### src/rtl/rf_frame_tx.sv
// Transmit side of the rfin/sh_en framing link: accepts a parallel word and
// emits a start strobe, an MSB-first payload framed by sh_en, then a guard gap.
module rf_frame_tx #(
    parameter int DATA_W    = 8,
    parameter int START_LEN = 1,
    parameter int GAP_LEN   = 2
) (
    input  logic              clk,
    input  logic              rst,
    input  logic [DATA_W-1:0] tx_data,
    input  logic              tx_valid,
    output logic              tx_ready,
    input  logic              abort,
    output logic              rfout,
    output logic              sh_en,
    output logic              sdata,
    output logic              busy,
    output logic              done
);

    localparam int MAX_SD  = (START_LEN > DATA_W) ? START_LEN : DATA_W;
    localparam int MAX_LEN = (MAX_SD > GAP_LEN) ? MAX_SD : GAP_LEN;
    localparam int CNT_W   = $clog2(MAX_LEN) + 1;

    typedef enum logic [1:0] {
        S_IDLE  = 2'd0,
        S_START = 2'd1,
        S_SHIFT = 2'd2,
        S_GAP   = 2'd3
    } state_t;

    state_t              state_q;
    logic [CNT_W-1:0]    cnt_q;
    logic [DATA_W-1:0]   shreg_q;
    logic                abort_pend_q;
    logic                tx_ready_q;
    logic                rfout_q;
    logic                sh_en_q;
    logic                sdata_q;
    logic                busy_q;
    logic                done_q;

    logic                abort_pend_d;
    logic [DATA_W-1:0]   shreg_d;

    assign abort_pend_d = abort_pend_q | abort;
    assign shreg_d      = {shreg_q[DATA_W-2:0], 1'b0};

    always_ff @(posedge clk) begin
        if (!rst) begin
            state_q      <= S_IDLE;
            cnt_q        <= '0;
            shreg_q      <= '0;
            abort_pend_q <= 1'b0;
            tx_ready_q   <= 1'b0;
            rfout_q      <= 1'b0;
            sh_en_q      <= 1'b0;
            sdata_q      <= 1'b0;
            busy_q       <= 1'b0;
            done_q       <= 1'b0;
        end else begin
            done_q <= 1'b0;
            case (state_q)
                S_IDLE: begin
                    tx_ready_q <= 1'b1;
                    if (tx_valid && tx_ready_q) begin
                        shreg_q    <= tx_data;
                        state_q    <= S_START;
                        cnt_q      <= CNT_W'(START_LEN - 1);
                        tx_ready_q <= 1'b0;
                        rfout_q    <= 1'b1;
                        busy_q     <= 1'b1;
                    end
                end
                S_START: begin
                    // An abort here is only remembered; one payload bit still goes out
                    // so the receiver always sees sh_en fall.
                    abort_pend_q <= abort_pend_d;
                    if (cnt_q == '0) begin
                        state_q <= S_SHIFT;
                        cnt_q   <= CNT_W'(DATA_W - 1);
                        rfout_q <= 1'b0;
                        sh_en_q <= 1'b1;
                        sdata_q <= shreg_q[DATA_W-1];
                        shreg_q <= shreg_d;
                    end else begin
                        cnt_q <= cnt_q - CNT_W'(1);
                    end
                end
                S_SHIFT: begin
                    abort_pend_q <= abort_pend_d;
                    if (cnt_q == '0 || abort_pend_d) begin
                        state_q <= S_GAP;
                        cnt_q   <= CNT_W'(GAP_LEN - 1);
                        sh_en_q <= 1'b0;
                        sdata_q <= 1'b0;
                        done_q  <= (GAP_LEN == 1) && !abort_pend_d;
                    end else begin
                        cnt_q   <= cnt_q - CNT_W'(1);
                        sdata_q <= shreg_q[DATA_W-1];
                        shreg_q <= shreg_d;
                    end
                end
                S_GAP: begin
                    if (cnt_q == '0) begin
                        state_q      <= S_IDLE;
                        busy_q       <= 1'b0;
                        tx_ready_q   <= 1'b1;
                        abort_pend_q <= 1'b0;
                    end else begin
                        cnt_q  <= cnt_q - CNT_W'(1);
                        done_q <= (cnt_q == CNT_W'(1)) && !abort_pend_q;
                    end
                end
                default: state_q <= S_IDLE;
            endcase
        end
    end

    assign tx_ready = tx_ready_q;
    assign rfout    = rfout_q;
    assign sh_en    = sh_en_q;
    assign sdata    = sdata_q;
    assign busy     = busy_q;
    assign done     = done_q;

endmodule
### config.mk
export PLATFORM = sky130hd
export DESIGN_NAME = rf_frame_tx
export DESIGN_NICKNAME = d
export VERILOG_FILES = /design/src/rtl/rf_frame_tx.sv
export SDC_FILE = /design/constraint.sdc
export NUM_CORES = 1
export LEC_CHECK = 0
export CORE_UTILIZATION = 52
export DETAILED_ROUTE_END_ITERATION = 10
export GPL_TIMING_DRIVEN = 0
export PLACE_DENSITY_LB_ADDON = 0.1
export SLEW_MARGIN = 20
export SYNTH_ARGS = -nofsm -noshare
export SYNTH_HDL_FRONTEND = slang
export SYNTH_SLANG_ARGS = --single-unit
### constraint.sdc
create_clock -name clk -period 2.28 [get_ports clk]
set_input_delay 0.684 -clock clk [delete_from_list [all_inputs] [get_ports clk]]
set_output_delay 0.684 -clock clk [all_outputs]
set_load 0.01 [all_outputs]
* Word-level counts from Yosys, hierarchy flattened
Cells that the tools add are included.
** Operators by class
- Add/sub/neg operators :: 1
- Eq/ne operators :: 10
- Muxes and demuxes :: 27
- Bitwise gates (word level) :: 3
- Reduce and logical (&&, ||, !) cells :: 22
** Operators by type and width (count)
- $mux W8 :: 3
- $pmux W8 S3 :: 1
- $mux W4 :: 4
- $pmux W4 S4 :: 1
- $ne A2 B2 Y1 const B :: 6
- $pmux W1 S2 :: 6
- $reduce_and A3 Y1 :: 3
- $mux W2 :: 4
- $pmux W2 S4 :: 1
- $reduce_and A2 Y1 :: 4
- $reduce_and A4 Y1 :: 2
- $reduce_bool A2 Y1 :: 4
- $mux W1 :: 7
- $eq A2 B2 Y1 const B :: 2
- $eq A4 B1 Y1 const B :: 1
- $logic_not A4 Y1 :: 1
- $sub A4 B1 Y4 const B :: 1
- $reduce_bool A3 Y1 :: 1
- $reduce_or A3 Y1 :: 1
- $eq A2 B1 Y1 const B :: 1
- $logic_and A1 B1 Y1 :: 2
- $logic_not A2 Y1 :: 1
- $not A1 Y1 :: 2
- $reduce_or A2 Y1 :: 1
- other kinds (3) :: 3
** Word-level totals
- Flip-flop bits (word level) :: 21
- Input bits :: 12
- Output and inout port bits :: 6
- Logic and storage cells :: 73

* Depth between registers and ports, before layout
Gate-level depths: netlist of run 1.
- Depth after elaboration :: 4
- Depth in mapped cells :: 7
- Gate-level depth less buffers :: 6

* Worst setup path after synthesis of run 1
No wires, ideal clock.
- Path kind :: flip-flop to flip-flop
- From :: register cnt_q[0]
- To :: register shreg_q[1]
- Library setup time :: 0.088 ns
- Data arrival time :: 1.776 ns
- Required time :: 2.192 ns
- Setup slack :: 0.416 ns
- Cell stages (with the launch flop) :: 8
- Buffers on the path :: 1
- Period minus slack after synthesis :: 1.864 ns
- Cell sequence :: dfxtp_1 inv_1 ha_1 or3b_4 a211oi_4 buf_6 a21oi_1 a311oi_2
** Between the ends
- Word-level cells in the longest chain between the ends :: 4
- Elaborated cells between the ends (all ways) :: 5
- Classes of those cells :: eq/ne (2); reduce/logical (3)
** Ends and longest elaborated chain
- from (decl) :: RTL line 33 : logic [CNT_W-1:0] cnt_q;
- from (signal assigned) :: RTL line 69 : cnt_q <= CNT_W'(START_LEN - 1);
- from (signal assigned) :: RTL line 81 : cnt_q <= CNT_W'(DATA_W - 1);
- from (signal assigned) :: RTL line 87 : cnt_q <= cnt_q - CNT_W'(1);
- $logic_not A4 Y1 * :: RTL line 79, 92
- $logic_or A1 B1 Y1 :: RTL line 92 : if (cnt_q == '0 || abort_pend_d) begin
- $ne A2 B2 Y1 (no line)
- $reduce_and A4 Y1 (no line) *
- to (signal assigned) :: RTL line 67 : shreg_q <= tx_data;
- to (signal assigned) :: RTL line 85 : shreg_q <= shreg_d;
- to (signal assigned) :: RTL line 101 : shreg_q <= shreg_d;
- to (decl) :: RTL line 34 : logic [DATA_W-1:0] shreg_q;
Every way passes the cells marked *; elsewhere a longest branch is shown, timed or not.
A chain may end at the register's enable or synchronous reset.

* Final worst setup path of run 1
- From :: input port abort
- To :: register state_q[0]
** Between the ends
- Word-level cells in the longest chain between the ends :: 4
** Ends and longest elaborated chain
- from (decl) :: RTL line 13 : input logic abort,
- $or A1 B1 Y1 :: RTL line 46 : assign abort_pend_d = abort_pend_q | abort;
- $logic_or A1 B1 Y1 :: RTL line 92
- $ne A2 B2 Y1 (no line)
- $reduce_and A4 Y1 (no line)
- to (signal assigned) :: RTL line 51 : state_q <= S_IDLE;
- to (signal assigned) :: RTL line 93 : state_q <= S_GAP;
- to (signal assigned) :: RTL line 106 : state_q <= S_IDLE;
- to (decl) :: RTL line 32 : state_t state_q;
No other way between the ends.

==> run summary, run 1 <==
Flip-flop and latch count after synthesis -> 21
Area enclosed by the die boundary -> 2400 µm²
Clock Sinks -> 21
Outcome -> finished clean
Number of vias per cell -> 5.89
Crit Reg-Reg Startpoint -> cnt_q[0]
Antenna diodes -> 0
Hold crit path type -> reg -> reg
Top flip-flop cell by instance count after synthesis -> sky130_fd_sc_hd__dfxtp_1
Number of antenna violations at the first check in global routing -> 0
Critical path launch point -> abort
Worst Setup EP -> state_q[0]
Power after layout -> 0.00191 W
Unrepaired setup endpoints after global routing -> no
Commonest cells after routing, fill and taps aside -> sky130_fd_sc_hd__dfxtp_1, sky130_fd_sc_hd__clkdlybuf4s50_1, sky130_fd_sc_hd__a21oi_1, sky130_fd_sc_hd__mux2i_1, sky130_fd_sc_hd__nand2_1
Final critical-path share of the clock period -> 0.940
Power density over the cells -> 1380 nW/µm²
Main combinational cell family by area after synthesis -> compound AO/OA/AOI/OAI gates
Setup tns final -> 0 ns
Async set-reset flop share out of synthesis -> 0
Clock Root Buffer -> sky130_fd_sc_hd__clkbuf_4
Count of different cell masters after synthesis -> 40
Slew HR -> 0.481
Wire length of the first global-routing pass -> 4150 µm
Syn_nets -> 141
Non-Filler Cell Area, Final -> 1390 µm²
Placeable Area -> 2020 µm²
Endpoint of the worst register-to-register path -> shreg_q[1]
Half-perimeter wire length of the detailed placement result -> 1810 µm
Element type at the critical path end -> flip-flop
Clock transition at the registers of the reported paths -> 0.13 ns
Multiplexer share of the synthesized area -> 0.0797
DRC violation count after routing -> 0
H-Tree Depth -> 1
Data arrival time at the worst-slack endpoint -> 2.36 ns
Endpoints failing setup -> 0
Placed instance count -> 167
Setup fix buffers added after clock tree synthesis -> 0
Worst Path Required -> 2.50 ns
Drt initial violations -> 25
Leakage power of the design -> 0.488 nW
Post-synth design cell area -> 1150 µm²
Cell depth of the worst flop-to-flop path -> 7
Number of optimization iterations in the first detailed-route pass -> 4
Sequential element share of the synthesized area -> 0.367
Ratio of cells with drive above 1 in the final layout -> 0.111
Post_cts resized -> 0
Slew at the pin with the worst max-slew slack -> 0.777 ns
Total of hold buffers inserted after clock tree synthesis -> 0
Horizontal extent of the die -> 48.9 µm
Site Rows -> 16
Total Wirelength -> 2550 µm
Maximum number of pins on one net before global-route repair -> 13
Number of enable-type register cells in the synthesized netlist -> 0
Max cap viols -> 0
Synthesized instance count -> 123
Antenna Nets Post-Route -> 0
Vias post-DR -> 1007
Clock latency on the worst-skew pair -> 0.32 ns
Die boundary height -> 48.9 µm
Clock tree from TritonCTS -> built
I/O pin count -> 18
Commonest non-fill, non-tap cell in the layout -> sky130_fd_sc_hd__dfxtp_1
Final max-slew violation count -> 0
Critical path start-end classification -> in -> reg
Area after detailed placement -> 1350 µm²
Syn_area_per_cell -> 9.32 µm²
Final clock skew -> 0.00850 ns
Routability cong. -> 0.851
Residual overflow from global routing -> 0
Final Hold Vio Count -> 0
Syn. warnings -> 0
Synth Area in Simple Gates -> 0.136
Time the final worst path needs with I/O delays and setup -> 2.14 ns
Number of CTS-inserted buffers -> 3
Final Net Count -> 163
Maximum clock frequency -> 0.466 GHz
Fraction of synthesized cell area in xor and xnor cells -> 0
Fraction of the mapped netlist area in compound gates -> 0.301
Buffer depth of the longest clock path -> 2
Adder-cell area share of the yosys netlist -> 0.0655
Via count of the first global-routing pass -> 919
Max Fanout on Critical Path -> 5
Number of non-filler instances in the completed layout -> 171
WHS -> 0.488 ns
Starting utilization of the core area -> 0.567
Number of I/O port buffers -> 17
Total track usage -> 0.231
Area Overhead vs Synth -> 21.0%
Routed length per instance -> 14.9 µm
Worst voltage drop across the vdd grid -> 0.941 mV
Startpoint kind of the worst setup timing path -> primary input
Register-to-register setup slack -> 0.19 ns
cells by family (layout without fill, tap and decap cells):
family,after synthesis,count (layout)
AOI/OAI and AO/OA,45,45
adders and majority gates,6,6
buffers and inverters,13,34
DFF,21,21
muxes,9,9
and+or+nand+nor,29,29
registers in the layout (all words and copies together), names as in the netlist:
name,count
tx_ready,1
sdata,1
cnt_q,4
rfout,1
sh_en,1
state_q,2
busy,1
shreg_q,8
done,1
abort_pend_q,1
layout make-up:
| class | instances | area, µm² |
|---|---|---|
| clock inverter | 1 | 5.00 |
| timing repair buffer | 17 | 170 |
| clock buffer | 3 | 22.5 |
| multi-input combinational | 89 | 677 |
| fill | 174 | 636 |
| sequential | 21 | 420 |
| buffer | 6 | 31.3 |
| inverter | 7 | 26.3 |
| tap | 27 | 33.8 |
report_power, final:
part	leakage, nW	switching [W]	internal, W
Clock	0.0177	0.000121	0.0000657
Combinational	0.298	0.000622	0.000519
Sequential	0.172	0.0000942	0.000492
Yosys cell counts, drive strengths merged (3+ instances only):
cell    instances  area share
a211oi          4       0.037
a21oi          11       0.051
a311oi          7       0.064
clkbuf          4       0.013
dfxtp          21        0.37
ha              6       0.066
inv             7       0.023
mux2i           8       0.070
nand2           8       0.026
nor2            7       0.023
nor3            3       0.013
o21ai           7       0.031
o31ai           3       0.024
how the worst min path moves through the flow:
stage                      end  cells after the start        from  slack (ns)
finish              shreg_q[0]                      2  shreg_q[0]        0.49
global route        shreg_q[0]                      2  shreg_q[0]        0.53
CTS                 shreg_q[0]                      2  shreg_q[0]        0.49
detailed placement  shreg_q[0]                      2  shreg_q[0]        0.47
global placement    shreg_q[0]                      2  shreg_q[0]        0.45
floorplan           shreg_q[0]                      2  shreg_q[0]        0.44
through the flow:
stage                      util  worst slack [ns]
final                     0.686             0.136
after global routing      0.686            0.0485
after CTS                 0.681             0.115
after detailed placement  0.668            -0.177
after global placement    0.668            -0.164
after floorplan               -             0.416
routing by layer:
| metal | up-vias | share of wire | global-route usage |
|---|---|---|---|
| met5 | - | 0 | 0 |
| met2 | 20 | 0.50 | 0.384 |
| li1 | 508 | - | - |
| met4 | 0 | 0.016 | 0.103 |
| met3 | 5 | 0.027 | 0.0374 |
| met1 | 474 | 0.46 | 0.291 |
critical path: stages:
cell	delay, ns
sky130_fd_sc_hd__clkdlybuf4s50_1	0.51
sky130_fd_sc_hd__or3b_2	0.50
sky130_fd_sc_hd__a21oi_1	0.36
sky130_fd_sc_hd__o21ai_0	0.14
sky130_fd_sc_hd__o311a_1	0.16
Note: power is estimated with default switching activity, not from simulation.
==> run 2: changes to the inputs <==
- PLACE_DENSITY: default -> 0.78
- PLACE_DENSITY_LB_ADDON: 0.1 -> default
==> run 2 against run 1 <==
Net effect:
- design area is 0.45% higher
- critical path depth unchanged
- highest routed layer unchanged
- register-to-register slack got worse by 0.03 ns
- clock skew down 0.00059 ns
- critical path type unchanged
- utilization up 0.31 points
==> run summary, run 2 (same netlist as run 1, synthesis figures left out) <==
Switch Pwr -> 0.000853 W
Multi-input gate area -> 681 µm²
Vias post-DR -> 1039
Register-to-register setup slack -> 0.16 ns
Max Fanout on Critical Path -> 5
Met3 wire length -> 146 µm
Site Rows -> 16
Wire length of the first global-routing pass -> 4480 µm
Maximum clock frequency -> 0.465 GHz
Clock Sinks -> 21
Number of CTS-inserted buffers -> 3
Die boundary height -> 48.9 µm
Clock latency on the worst-skew pair -> 0.32 ns
I/O pin count -> 18
Logic pwr share -> 0.598
Final max-slew violation count -> 0
Filler Cell Count -> 163
Non-Filler Cell Area, Final -> 1390 µm²
Endpoints failing setup -> 0
Placeable Area -> 2020 µm²
Number of I/O port buffers -> 17
Area enclosed by the die boundary -> 2400 µm²
Area taken by flip-flops and latches -> 420 µm²
Drt initial violations -> 20
Via count of the first global-routing pass -> 997
Routed length per instance -> 15.8 µm
Total track usage -> 0.250
Area after detailed placement -> 1350 µm²
Residual overflow from global routing -> 0
Internal portion of total power -> 0.00108 W
Data arrival time at the worst-slack endpoint -> 2.37 ns
Outcome -> finished clean
Worst voltage drop across the vdd grid -> 0.984 mV
Time the final worst path needs with I/O delays and setup -> 2.15 ns
Net switching fraction of the power -> 0.441
Maximum number of pins on one net before global-route repair -> 13
Worst Path Required -> 2.49 ns
Buffer depth of the longest clock path -> 2
Commonest non-fill, non-tap cell in the layout -> sky130_fd_sc_hd__dfxtp_1
Horizontal extent of the die -> 48.9 µm
Clock share of power -> 0.098
Ratio of cells with drive above 1 in the final layout -> 0.118
Antenna Nets Post-Route -> 0
Hold crit path type -> reg -> reg
Final critical-path share of the clock period -> 0.944
WHS -> 0.491 ns
Most flops, register -> shreg_q
Slew at the pin with the worst max-slew slack -> 0.659 ns
Clock Root Buffer -> sky130_fd_sc_hd__clkbuf_4
Clock tree from TritonCTS -> built
Clock transition at the registers of the reported paths -> 0.12 ns
H-Tree Depth -> 1
Power density over the cells -> 1390 nW/µm²
Area Overhead vs Synth -> 21.5%
Number of optimization iterations in the first detailed-route pass -> 4
Total Wirelength -> 2700 µm
Registers with the most flip-flops -> shreg_q (8), cnt_q (4), state_q (2)
Portion of total power attributed to sequential cells -> 0.305
Met1 Wirelength -> 1100 µm
Starting utilization of the core area -> 0.567
Largest register FFs -> 8
Number of vias per cell -> 6.08
Leakage power of the design -> 0.491 nW
Half-perimeter wire length of the detailed placement result -> 1900 µm
Routability cong. -> 0.828
Unrepaired setup endpoints after global routing -> no
Critical path start-end classification -> in -> reg
DRC violation count after routing -> 0
Element type at the critical path end -> flip-flop
Highest metal used -> met4
Number of antenna violations at the first check in global routing -> 0
Antenna diodes -> 0
Routed wire length on met2 -> 1400 µm
Max cap viols -> 0
Commonest cells after routing, fill and taps aside -> sky130_fd_sc_hd__dfxtp_1, sky130_fd_sc_hd__clkdlybuf4s50_1, sky130_fd_sc_hd__a21oi_1, sky130_fd_sc_hd__mux2i_1, sky130_fd_sc_hd__nand2_1
Startpoint kind of the worst setup timing path -> primary input
Final clock skew -> 0.00791 ns
Final Hold Vio Count -> 0
Final Net Count -> 163
Setup fix buffers added after clock tree synthesis -> 0
Slew HR -> 0.561
Final Core Density -> 0.689
run 2: cell count changes in the layout (fill, tap and decap cells not counted), sizes merged:
cell / before / now
buf: 2 / 1
clkbuf: 7 / 8
run 2: area by class of cell:
type | count | share of cell area
multi-input combinational | 89 | 0.489
sequential | 21 | 0.302
timing repair buffer | 17 | 0.122
buffer | 6 | 0.0243
tap | 27 | 0.0243
inverter | 7 | 0.0189
clock buffer | 3 | 0.0162
clock inverter | 1 | 0.00359
run 2: path summary, 6_finish.rpt:
| check | end | cells after the start | startpoint |
|---|---|---|---|
| setup / recovery | state_q[0] | 5 | abort |
| hold / removal | shreg_q[0] | 2 | shreg_q[0] |
| setup reg to reg | shreg_q[1] | 7 | cnt_q[0] |
| hold reg to reg | shreg_q[0] | 2 | shreg_q[0] |
run 2: timing repair:
item	4_1_cts	5_1_grt
setup endpoints to repair	0	4
hold buffers	0	0
resized for setup	0	3
run 2: stage by stage:
stage               instances  total power (W)  TNS [ns]  worst slack (ns)
floorplan                 123          0.00144         0             0.416
global placement          167          0.00168     -1.31            -0.173
detailed placement        167          0.00172     -1.39            -0.235
CTS                       171          0.00191         0            0.0116
global route              171          0.00209         0            0.0112
finish                    171          0.00194         0             0.128
run 2: worst max-delay path: stages:
cell and delay [ns]:
sky130_fd_sc_hd__clkdlybuf4s50_1 0.53, sky130_fd_sc_hd__or3b_2 0.50, sky130_fd_sc_hd__a21oi_1 0.38, sky130_fd_sc_hd__o21ai_0 0.13, sky130_fd_sc_hd__o311a_1 0.15
run 2: routing by layer:
metal / GRT usage / vias up
met4: 0.132 / 0
met3: 0.0405 / 5
met5: 0 / -
met1: 0.283 / 495
li1: - / 508
met2: 0.447 / 31
run 2: power groups by stage:
| stage | clock (W) | sequential (W) | combinational (W) |
|---|---|---|---|
| final | 0.000189 | 0.000590 | 0.00116 |
| after global routing | 0.000206 | 0.000607 | 0.00128 |
| after CTS | 0.000191 | 0.000585 | 0.00113 |
| after detailed placement | 0 | 0.000595 | 0.00113 |
| after global placement | 0 | 0.000585 | 0.00109 |
| after floorplan | 0 | 0.000589 | 0.000850 |
